**config.mk**
```make
export PLATFORM = sky130hd
export DESIGN_NAME = countdown_timer
export DESIGN_NICKNAME = d
export VERILOG_FILES = /design/src/rtl/stopwatch_pkg.sv /design/src/rtl/button_pulse.sv /design/src/rtl/countdown_timer.sv
export SDC_FILE = /design/constraint.sdc
export NUM_CORES = 1
export LEC_CHECK = 0
export CAP_MARGIN = 20
export CORE_MARGIN = 2
export CORE_UTILIZATION = 59
export DETAILED_ROUTE_END_ITERATION = 8
export PLACE_DENSITY = 0.93
export SLEW_MARGIN = 20
export SYNTH_ARGS = -nofsm -noshare
export SYNTH_HDL_FRONTEND = slang
export SYNTH_SLANG_ARGS = --single-unit
```
**constraint.sdc**
```tcl
create_clock -name Clk -period 4.74 [get_ports Clk]
set_input_delay 0.948 -clock Clk [delete_from_list [all_inputs] [get_ports Clk]]
set_output_delay 0.948 -clock Clk [all_outputs]
set_load 0.02 [all_outputs]
```
**src/rtl/stopwatch_pkg.sv**
```systemverilog
// Shared definitions for the stopwatch / countdown timer family: state
// encoding, BCD widths and BCD digit helpers.
package stopwatch_pkg;

  localparam int unsigned DIGIT_W = 4;
  localparam int unsigned BCD2_W  = 2 * DIGIT_W;

  typedef enum logic [1:0] {
    ST_IDLE  = 2'd0,
    ST_RUN   = 2'd1,
    ST_PAUSE = 2'd2,
    ST_DONE  = 2'd3
  } state_e;

  // Limit one BCD digit to lim (used for preset sanitising).
  function automatic logic [DIGIT_W-1:0] clamp_digit(
    input logic [DIGIT_W-1:0] d,
    input logic [DIGIT_W-1:0] lim
  );
    return (d > lim) ? lim : d;
  endfunction

  // Two-digit BCD decrement; 00 wraps to {wrap_tens, 9}.
  function automatic logic [BCD2_W-1:0] bcd2_dec(
    input logic [BCD2_W-1:0]  v,
    input logic [DIGIT_W-1:0] wrap_tens
  );
    logic [BCD2_W-1:0] r;
    if (v == '0) begin
      r = {wrap_tens, DIGIT_W'(9)};
    end else if (v[DIGIT_W-1:0] == '0) begin
      r = {v[BCD2_W-1:DIGIT_W] - DIGIT_W'(1), DIGIT_W'(9)};
    end else begin
      r = {v[BCD2_W-1:DIGIT_W], v[DIGIT_W-1:0] - DIGIT_W'(1)};
    end
    return r;
  endfunction

endpackage

```
**src/rtl/button_pulse.sv**
```systemverilog
// Active-low push-button conditioner: 2-flop synchronizer followed by a
// falling-edge detector. One single-cycle pulse per press.
//   clk_i      system clock
//   rst_ni     async active-low reset (flops reset to "released")
//   btn_ni     raw active-low button, asynchronous to clk_i
//   pulse_c_o  one-cycle press pulse (combinational from flops)
module button_pulse (
  input  logic clk_i,
  input  logic rst_ni,
  input  logic btn_ni,
  output logic pulse_c_o
);

  logic sync1_q;
  logic sync2_q;
  logic prev_q;

  // Synchronizer chain plus previous-level flop for edge detection.
  always_ff @(posedge clk_i or negedge rst_ni) begin
    if (!rst_ni) begin
      sync1_q <= 1'b1;
      sync2_q <= 1'b1;
      prev_q  <= 1'b1;
    end else begin
      sync1_q <= btn_ni;
      sync2_q <= sync1_q;
      prev_q  <= sync2_q;
    end
  end

  assign pulse_c_o = prev_q & ~sync2_q;

endmodule

```
**src/rtl/countdown_timer.sv**
```systemverilog
// Countdown timer: loads a preset MM:SS and counts down in centisecond
// steps to 00:00.00, then flags done.
//   Clk, Rst             clock and async active-low reset
//   fStart/fStop/fLoad   active-low buttons (start/resume, pause, load)
//   PresetMin/PresetSec  BCD preset, clamped on load
//   MinBCD/SecBCD/CsBCD  current count in BCD
//   fRun, fDone          registered state flags
module countdown_timer
  import stopwatch_pkg::*;
#(
  parameter int unsigned CLK_HZ  = 50_000_000,
  parameter int unsigned TICK_HZ = 100
) (
  input  logic              Clk,
  input  logic              Rst,
  input  logic              fStart,
  input  logic              fStop,
  input  logic              fLoad,
  input  logic [BCD2_W-1:0] PresetMin,
  input  logic [BCD2_W-1:0] PresetSec,
  output logic [BCD2_W-1:0] MinBCD,
  output logic [BCD2_W-1:0] SecBCD,
  output logic [BCD2_W-1:0] CsBCD,
  output logic              fRun,
  output logic              fDone
);

  localparam int unsigned DIV   = CLK_HZ / TICK_HZ;
  localparam int unsigned DIV_W = (DIV > 1) ? $clog2(DIV) : 1;
  localparam logic [DIV_W-1:0] DIV_LAST = DIV_W'(DIV - 1);

  state_e            state_q, state_d;
  logic [DIV_W-1:0]  div_q, div_d;
  logic [BCD2_W-1:0] min_q, min_d;
  logic [BCD2_W-1:0] sec_q, sec_d;
  logic [BCD2_W-1:0] cs_q, cs_d;
  logic              run_q, done_q;

  logic start_c, stop_c, load_c;
  logic count_zero_c;
  logic [BCD2_W-1:0] cs_dec_c, sec_dec_c, min_dec_c;

  button_pulse u_start (.clk_i(Clk), .rst_ni(Rst), .btn_ni(fStart), .pulse_c_o(start_c));
  button_pulse u_stop  (.clk_i(Clk), .rst_ni(Rst), .btn_ni(fStop),  .pulse_c_o(stop_c));
  button_pulse u_load  (.clk_i(Clk), .rst_ni(Rst), .btn_ni(fLoad),  .pulse_c_o(load_c));

  assign count_zero_c = ({min_q, sec_q, cs_q} == '0);
  assign cs_dec_c     = bcd2_dec(cs_q,  DIGIT_W'(9));
  assign sec_dec_c    = bcd2_dec(sec_q, DIGIT_W'(5));
  assign min_dec_c    = bcd2_dec(min_q, DIGIT_W'(9));

  // Next-state: load beats everything; stop beats start in every state.
  always_comb begin
    state_d = state_q;
    div_d   = div_q;
    min_d   = min_q;
    sec_d   = sec_q;
    cs_d    = cs_q;

    if (load_c) begin
      min_d   = {clamp_digit(PresetMin[BCD2_W-1:DIGIT_W], DIGIT_W'(9)),
                 clamp_digit(PresetMin[DIGIT_W-1:0],      DIGIT_W'(9))};
      sec_d   = {clamp_digit(PresetSec[BCD2_W-1:DIGIT_W], DIGIT_W'(5)),
                 clamp_digit(PresetSec[DIGIT_W-1:0],      DIGIT_W'(9))};
      cs_d    = '0;
      div_d   = '0;
      state_d = ST_IDLE;
    end else begin
      case (state_q)
        ST_IDLE: begin
          if (start_c && !stop_c && !count_zero_c) state_d = ST_RUN;
        end
        ST_RUN: begin
          // Divider holds on the stop cycle so the fractional tick survives a pause.
          if (stop_c) begin
            state_d = ST_PAUSE;
          end else if (div_q == DIV_LAST) begin
            div_d = '0;
            cs_d  = cs_dec_c;
            // Borrow chain; minutes cannot underflow since zero stops the run.
            if (cs_q == '0) begin
              sec_d = sec_dec_c;
              if (sec_q == '0) min_d = min_dec_c;
            end
            if ({min_d, sec_d, cs_d} == '0) state_d = ST_DONE;
          end else begin
            div_d = div_q + DIV_W'(1);
          end
        end
        ST_PAUSE: begin
          if (start_c && !stop_c) state_d = ST_RUN;
        end
        default: begin
        end
      endcase
    end
  end

  // State, divider, count and flag registers.
  always_ff @(posedge Clk or negedge Rst) begin
    if (!Rst) begin
      state_q <= ST_IDLE;
      div_q   <= '0;
      min_q   <= '0;
      sec_q   <= '0;
      cs_q    <= '0;
      run_q   <= 1'b0;
      done_q  <= 1'b0;
    end else begin
      state_q <= state_d;
      div_q   <= div_d;
      min_q   <= min_d;
      sec_q   <= sec_d;
      cs_q    <= cs_d;
      run_q   <= (state_d == ST_RUN);
      done_q  <= (state_d == ST_DONE);
    end
  end

  assign MinBCD = min_q;
  assign SecBCD = sec_q;
  assign CsBCD  = cs_q;
  assign fRun   = run_q;
  assign fDone  = done_q;

endmodule

```
* Word-level counts from Yosys, hierarchy flattened *
Cells that the tools add are included.

word-level totals
  word-level logic and storage cells = 100
  register bits = 56
  output and inout bits = 26

operators by class
  reductions and logical operators = 17
  $add $sub $neg = 7
  magnitude comparators = 4
  mux-type cells = 44
  bitwise logic cells = 6
  equal/unequal tests = 6

operators by type and width
  kind                                                            count
  2-to-1 mux 8 bit                                                29
  2-to-1 mux 19 bit                                               4
  zero test 24 bit                                                2
  zero test 8 bit                                                 3
  subtractor 4 x 1 -> 4 bit (second input constant)               6
  adder 19 x 1 -> 19 bit (second input constant)                  1
  == test 19 bit (second input constant)                          1
  2-to-1 mux 4 bit                                                4
  greater-than comparator 4 bit (second input constant)           3
  zero test 4 bit                                                 3
  2-to-1 mux 2 bit                                                6
  case mux 2 bit (3 select lines)                                 1
  == test 2 x 1 -> 1 bit (second input constant)                  2
  == test 2 bit (second input constant)                           2
  greater-than comparator 4 x 3 -> 1 bit (second input constant)  1
  nonzero test 2 bit                                              2
  bitwise AND 1 bit                                               3
  inverter 1 bit                                                  3
  AND reduction 3 bit                                             1
  logical AND 1 bit                                               2
  zero test 1 bit                                                 2
  zero test 2 bit                                                 1
  inequality test 2 x 1 -> 1 bit (second input constant)          1
  AND reduction 2 bit                                             1

* Logic depth before layout (Yosys ltp) *
  depth in word-level cells = 16
  gate-level depth with buffers = 10

* Cells and area by module *
Synthesis repeated with hierarchy kept, for this count alone.

second synthesis, totals
  cells, all modules = 380
  area, all modules = 3365.7 µm²

by module, submodules not included
  module           cells an instance  area each (µm²)  instances  sequential area each (µm²)
  countdown_timer  368                3088.0           1          1176.1
  button_pulse     4                  92.6             3          78.8

* Worst setup path after synthesis *
OpenSTA, ideal clock, no wires.

  kind = reg2reg
  from = register cs_q[4], in the netlist CsBCD[4]
  to = register run_q, in the netlist fRun
  buffers on the path = 0
  stages on the path, launching flop included = 10
  data required time = 4621 ps
  setup time = 119 ps
  clock period less this slack = 2609 ps
  slack = 2131 ps
  data arrival time = 2490 ps
  cells stage by stage = dfrtp_1 > inv_1 > ha_1 > or3b_2 > nor2_1 > a22oi_1 > or4_1 > nor4_2 > a31oi_1 > and2_1

between the ends
  word-level cells in the longest chain between the ends = 13
  elaborated cells between the ends (all ways) = 25
  those cells by class = add/sub (1); eq/ne (1); mux (18); reduce/logical (5)

ends and longest elaborated chain
  what                                 RTL line                                    text
  start, declared                      countdown_timer.sv:36                       logic [BCD2_W-1:0] cs_q, cs_d;
  start signal, assigned               countdown_timer.sv:114                      cs_q <= cs_d;
  zero test 8 bit                      stopwatch_pkg.sv:29, countdown_timer.sv:81
  2-to-1 mux 8 bit                     countdown_timer.sv:81                       if (cs_q == '0) begin
  2-to-1 mux 8 bit                     countdown_timer.sv:77                       end else if (div_q == DIV_LAST) begin
  2-to-1 mux 8 bit                     countdown_timer.sv:75                       if (stop_c) begin
  2-to-1 mux 8 bit                     countdown_timer.sv:69                       case (state_q)
  2-to-1 mux 8 bit                     countdown_timer.sv:60                       if (load_c) begin
  zero test 24 bit                     countdown_timer.sv:85                       if ({min_d, sec_d, cs_d} == '0) state_d = ST_DONE;
  2-to-1 mux 2 bit                     countdown_timer.sv:85
  2-to-1 mux 2 bit                     countdown_timer.sv:77
  2-to-1 mux 2 bit                     countdown_timer.sv:75
  case mux 2 bit (3 select lines) (*)  countdown_timer.sv:69
  2-to-1 mux 2 bit (*)                 countdown_timer.sv:60
  == test 2 x 1 -> 1 bit (*)           countdown_timer.sv:115                      run_q <= (state_d == ST_RUN);
  end signal, assigned                 countdown_timer.sv:115
  end, declared                        countdown_timer.sv:37                       logic run_q, done_q;

Every way passes the cells marked *; elsewhere a longest branch is shown, timed or not. The select of a mux whose other input is x is not followed.
A chain may end at the register's enable or synchronous reset.

* Worst setup path after layout *
  from = register cs_q[4], in the netlist CsBCD[4]
  to = register min_q[7], in the netlist MinBCD[7]

between the ends
  word-level cells in the longest chain between the ends = 10

ends and longest elaborated chain
  what                  RTL line                text
  zero test 8 bit       countdown_timer.sv:81
  2-to-1 mux 8 bit      countdown_timer.sv:81
  2-to-1 mux 8 bit      countdown_timer.sv:77
  2-to-1 mux 8 bit      countdown_timer.sv:75
  2-to-1 mux 8 bit      countdown_timer.sv:69
  2-to-1 mux 8 bit      countdown_timer.sv:60
  2-to-1 mux 8 bit      countdown_timer.sv:77
  2-to-1 mux 8 bit      countdown_timer.sv:75
  2-to-1 mux 8 bit      countdown_timer.sv:69
  2-to-1 mux 8 bit      countdown_timer.sv:60
  end signal, assigned  countdown_timer.sv:112  min_q <= min_d;
  end, declared         countdown_timer.sv:34   logic [BCD2_W-1:0] min_q, min_d;

Every way passes these cells. The select of a mux whose other input is x is not followed.

==> results_dict.tcl <==
set metrics [dict create \
    ys_warn_count 0 \
    syn_area_mm2 0.00338 \
    ctsResizeCount 0 \
    h-tree-depth 2 \
    crit_required_ns 4.98 \
    max_slew_margin_pct 38.5 \
    fillers 387 \
    overflow 0 \
    cts_sinks 56 \
    ant_nets 0 \
    cts_buffers 5 \
    drc 0 \
    hold_violations 0 \
    hold_buffers 0 \
    whs_ns 0.364 \
    rsz0062_at_grt "no" \
    skew_ns 0.0138 \
    cts_setup_buffers 0 \
    drtIter0Drc 265 \
    drv_cap 0 \
    syn_nets 426 \
    worst_path_max_delay_cell "nor3b_1" \
    period_minus_slack_ns 3.11 \
    hold_class "register to register" \
    finalCritPeriodShare_pct 65.6 \
    diodes 0 \
    worstSetupEndpointType "register" \
    crit_family "simple AND/OR/NAND/NOR gates" \
    finalInstanceArea_mm2 0.00399 \
    synth.yosys.seq_area_share_pct 41.8 \
    cts-root-buf "clkbuf_8" \
    clockBufferDepth 2 \
    routed-via-count 3218 \
    synthFlopType "dfrtp_1" \
    worst_pin_slew_ns 0.921 \
    worstSetupStartpointType "register" \
    worst_path_most_repeated_cell "a21oi_1" \
    layout-drive-gt1-share_pct 7.78 \
    cp_max_fo 14 \
    routed_wl_um 8390 \
    critPathBufInv 1 \
    grt_use_total_pct 27.5 \
    design.core.area_mm2 0.00551 \
    syn_avg_cell_area_um2 8.56 \
    ys_ff_latch 56 \
    async_flop_share_pct 100 \
    die_area_mm2 0.00635 \
    port_buffers 46 \
    cp.arrival_ns 3.34 \
    syn_to_final_growth_pct 18.1 \
    max_freq_mhz 322 \
    die_x_um 79.7 \
    start_util_pct 61.4 \
    wl_per_cell_um 16.5 \
    place_congestion 0.916 \
    peakVddDrop_mv 0.206 \
    critical_path.max_stage_delay_ns 0.54 \
    dp.final_hpwl_um 6000 \
    clkTransAtPathRegs_ns 0.11 \
    final.setup.tns_ns 0 \
    via_per_inst 6.32 \
    post_dp_cell_area_mm2 0.00388 \
    slew_viol_final 0 \
    synth_cells 395 \
    crit_chain "inv_1, ha_1, nor3b_1, and3_1, nand3_1, or4_1, a21oi_1, a211oi_1, a21oi_1" \
    p_per_area_mw_per_mm2 381 \
    cts_tree "done" \
    ios 47 \
    synth_edf_count 0 \
    grt_first_pass_wirelength_um 13900 \
    drt_pass1_iterations 5 \
    leakage_nw 1.64 \
    setup_violations 0 \
    rows 27 \
    critPathKind "register to register" \
    antenna_found_initial 0 \
    grt_pass1_vias 3010 \
    die_h_um 79.7 \
    outcome "finished clean" \
    synth_cell_types 59 \
    grt_max_degree 40 \
    layout.nets 467 \
    clock_latency_ns 0.32 \
]
[power breakdown]
group | total [W] | internal [W] | switching (W)
clock network | 0.000315 | 0.000142 | 0.000173
logic | 0.000567 | 0.000246 | 0.000321
registers | 0.000638 | 0.000541 | 0.0000969
total | 0.00152 | 0.000930 | 0.000591
[cells by family after synthesis]
| group | synth area share, % |
|---|---|
| simple gates | 26.4 |
| compound gates | 21.4 |
| flops | 41.8 |
| buf+inv | 4.03 |
| fa+ha+maj | 3.70 |
| xor+xnor | 2.33 |
| mux | 0.333 |
[cells in the final DEF (no fill, tap or decap), types with 5 or more instances in the layout]
cell	count
a21oi_1	26
a22oi_1	5
a31oi_1	13
and3_1	11
clkbuf_8	5
clkdlybuf4s50_1	45
dfrtp_1	47
dfstp_2	9
ha_1	10
inv_1	17
nand2_1	43
nand3_1	17
nand4_1	6
nor2_1	44
nor3_1	11
o21ai_0	37
o21ai_1	5
or4_1	5
xor2_1	6
[through the flow]
stage	setup WS [ns]	total power, W	utilization [%]	cells
6_report	1.63	0.00152	72.5	509
5_1_grt	1.43	0.00161	72.5	509
4_1_cts	1.67	0.00152	72.5	509
3_5_place_dp	1.69	0.00120	70.5	501
3_3_place_gp	1.77	0.00118	70.5	501
2_1_floorplan	2.13	0.000998	-	395
[flip-flops by register name (all words and copies together), names as in the netlist]
signal	count
div_q	19
CsBCD	8
MinBCD	8
SecBCD	8
state_q	2
fDone	1
fRun	1
u_load.prev_q	1
u_load.sync1_q	1
u_load.sync2_q	1
u_start.prev_q	1
u_start.sync1_q	1
u_start.sync2_q	1
u_stop.prev_q	1
u_stop.sync1_q	1
u_stop.sync2_q	1
[path summary, 6_finish.rpt]
| kind | startpoint | to | slack, ns | cells after the start |
|---|---|---|---|---|
| worst max-delay path | CsBCD[4] | MinBCD[7] | 1.63 | 9 |
| worst min-delay path | u_stop.sync1_q | u_stop.sync2_q | 0.36 | 0 |
| worst max register to register | CsBCD[4] | MinBCD[7] | 1.63 | 9 |
| worst min register to register | u_stop.sync1_q | u_stop.sync2_q | 0.36 | 0 |
| max in group asynchronous | Rst | u_stop.sync2_q | 3.30 | 2 |
| min in group asynchronous | Rst | SecBCD[7] | 0.55 | 1 |
[layer usage]
layer,GRT usage [%],share of wire [%],up-vias
li1,-,-,1534
met1,35.9,41,1503
met2,47.3,50,162
met3,4.19,7.4,19
met4,7.59,2.0,0
met5,0,0,-
[cells in the mapped netlist (all sizes together) (4+ instances only)]
| library cell | n | share of area [%] |
|---|---|---|
| a21oi | 26 | 3.8 |
| a22oi | 5 | 1.1 |
| a31oi | 13 | 2.4 |
| and3 | 11 | 2.0 |
| buf | 4 | 0.92 |
| clkbuf | 11 | 1.2 |
| dfrtp | 47 | 35 |
| dfstp | 9 | 7.0 |
| ha | 10 | 3.7 |
| inv | 17 | 1.9 |
| nand2 | 43 | 4.8 |
| nand3 | 17 | 2.5 |
| nand4 | 6 | 1.1 |
| nor2 | 45 | 5.1 |
| nor3 | 12 | 1.9 |
| nor3b | 4 | 1.0 |
| nor4 | 4 | 1.1 |
| o21ai | 42 | 6.2 |
| or3 | 4 | 0.89 |
| or4 | 6 | 1.4 |
| xor2 | 6 | 1.6 |
[final cells by class]
type	instances	area [um^2]	area share (%)
multi-input combinational	307	1840	46.0
sequential	56	1410	35.4
timing repair buffer	49	478	12.0
clock buffer	6	93.8	2.35
tap	72	90.1	2.26
inverter	17	63.8	1.60
clock inverter	2	20.0	0.501
No activity file was read; power rests on OpenSTA's default activity.
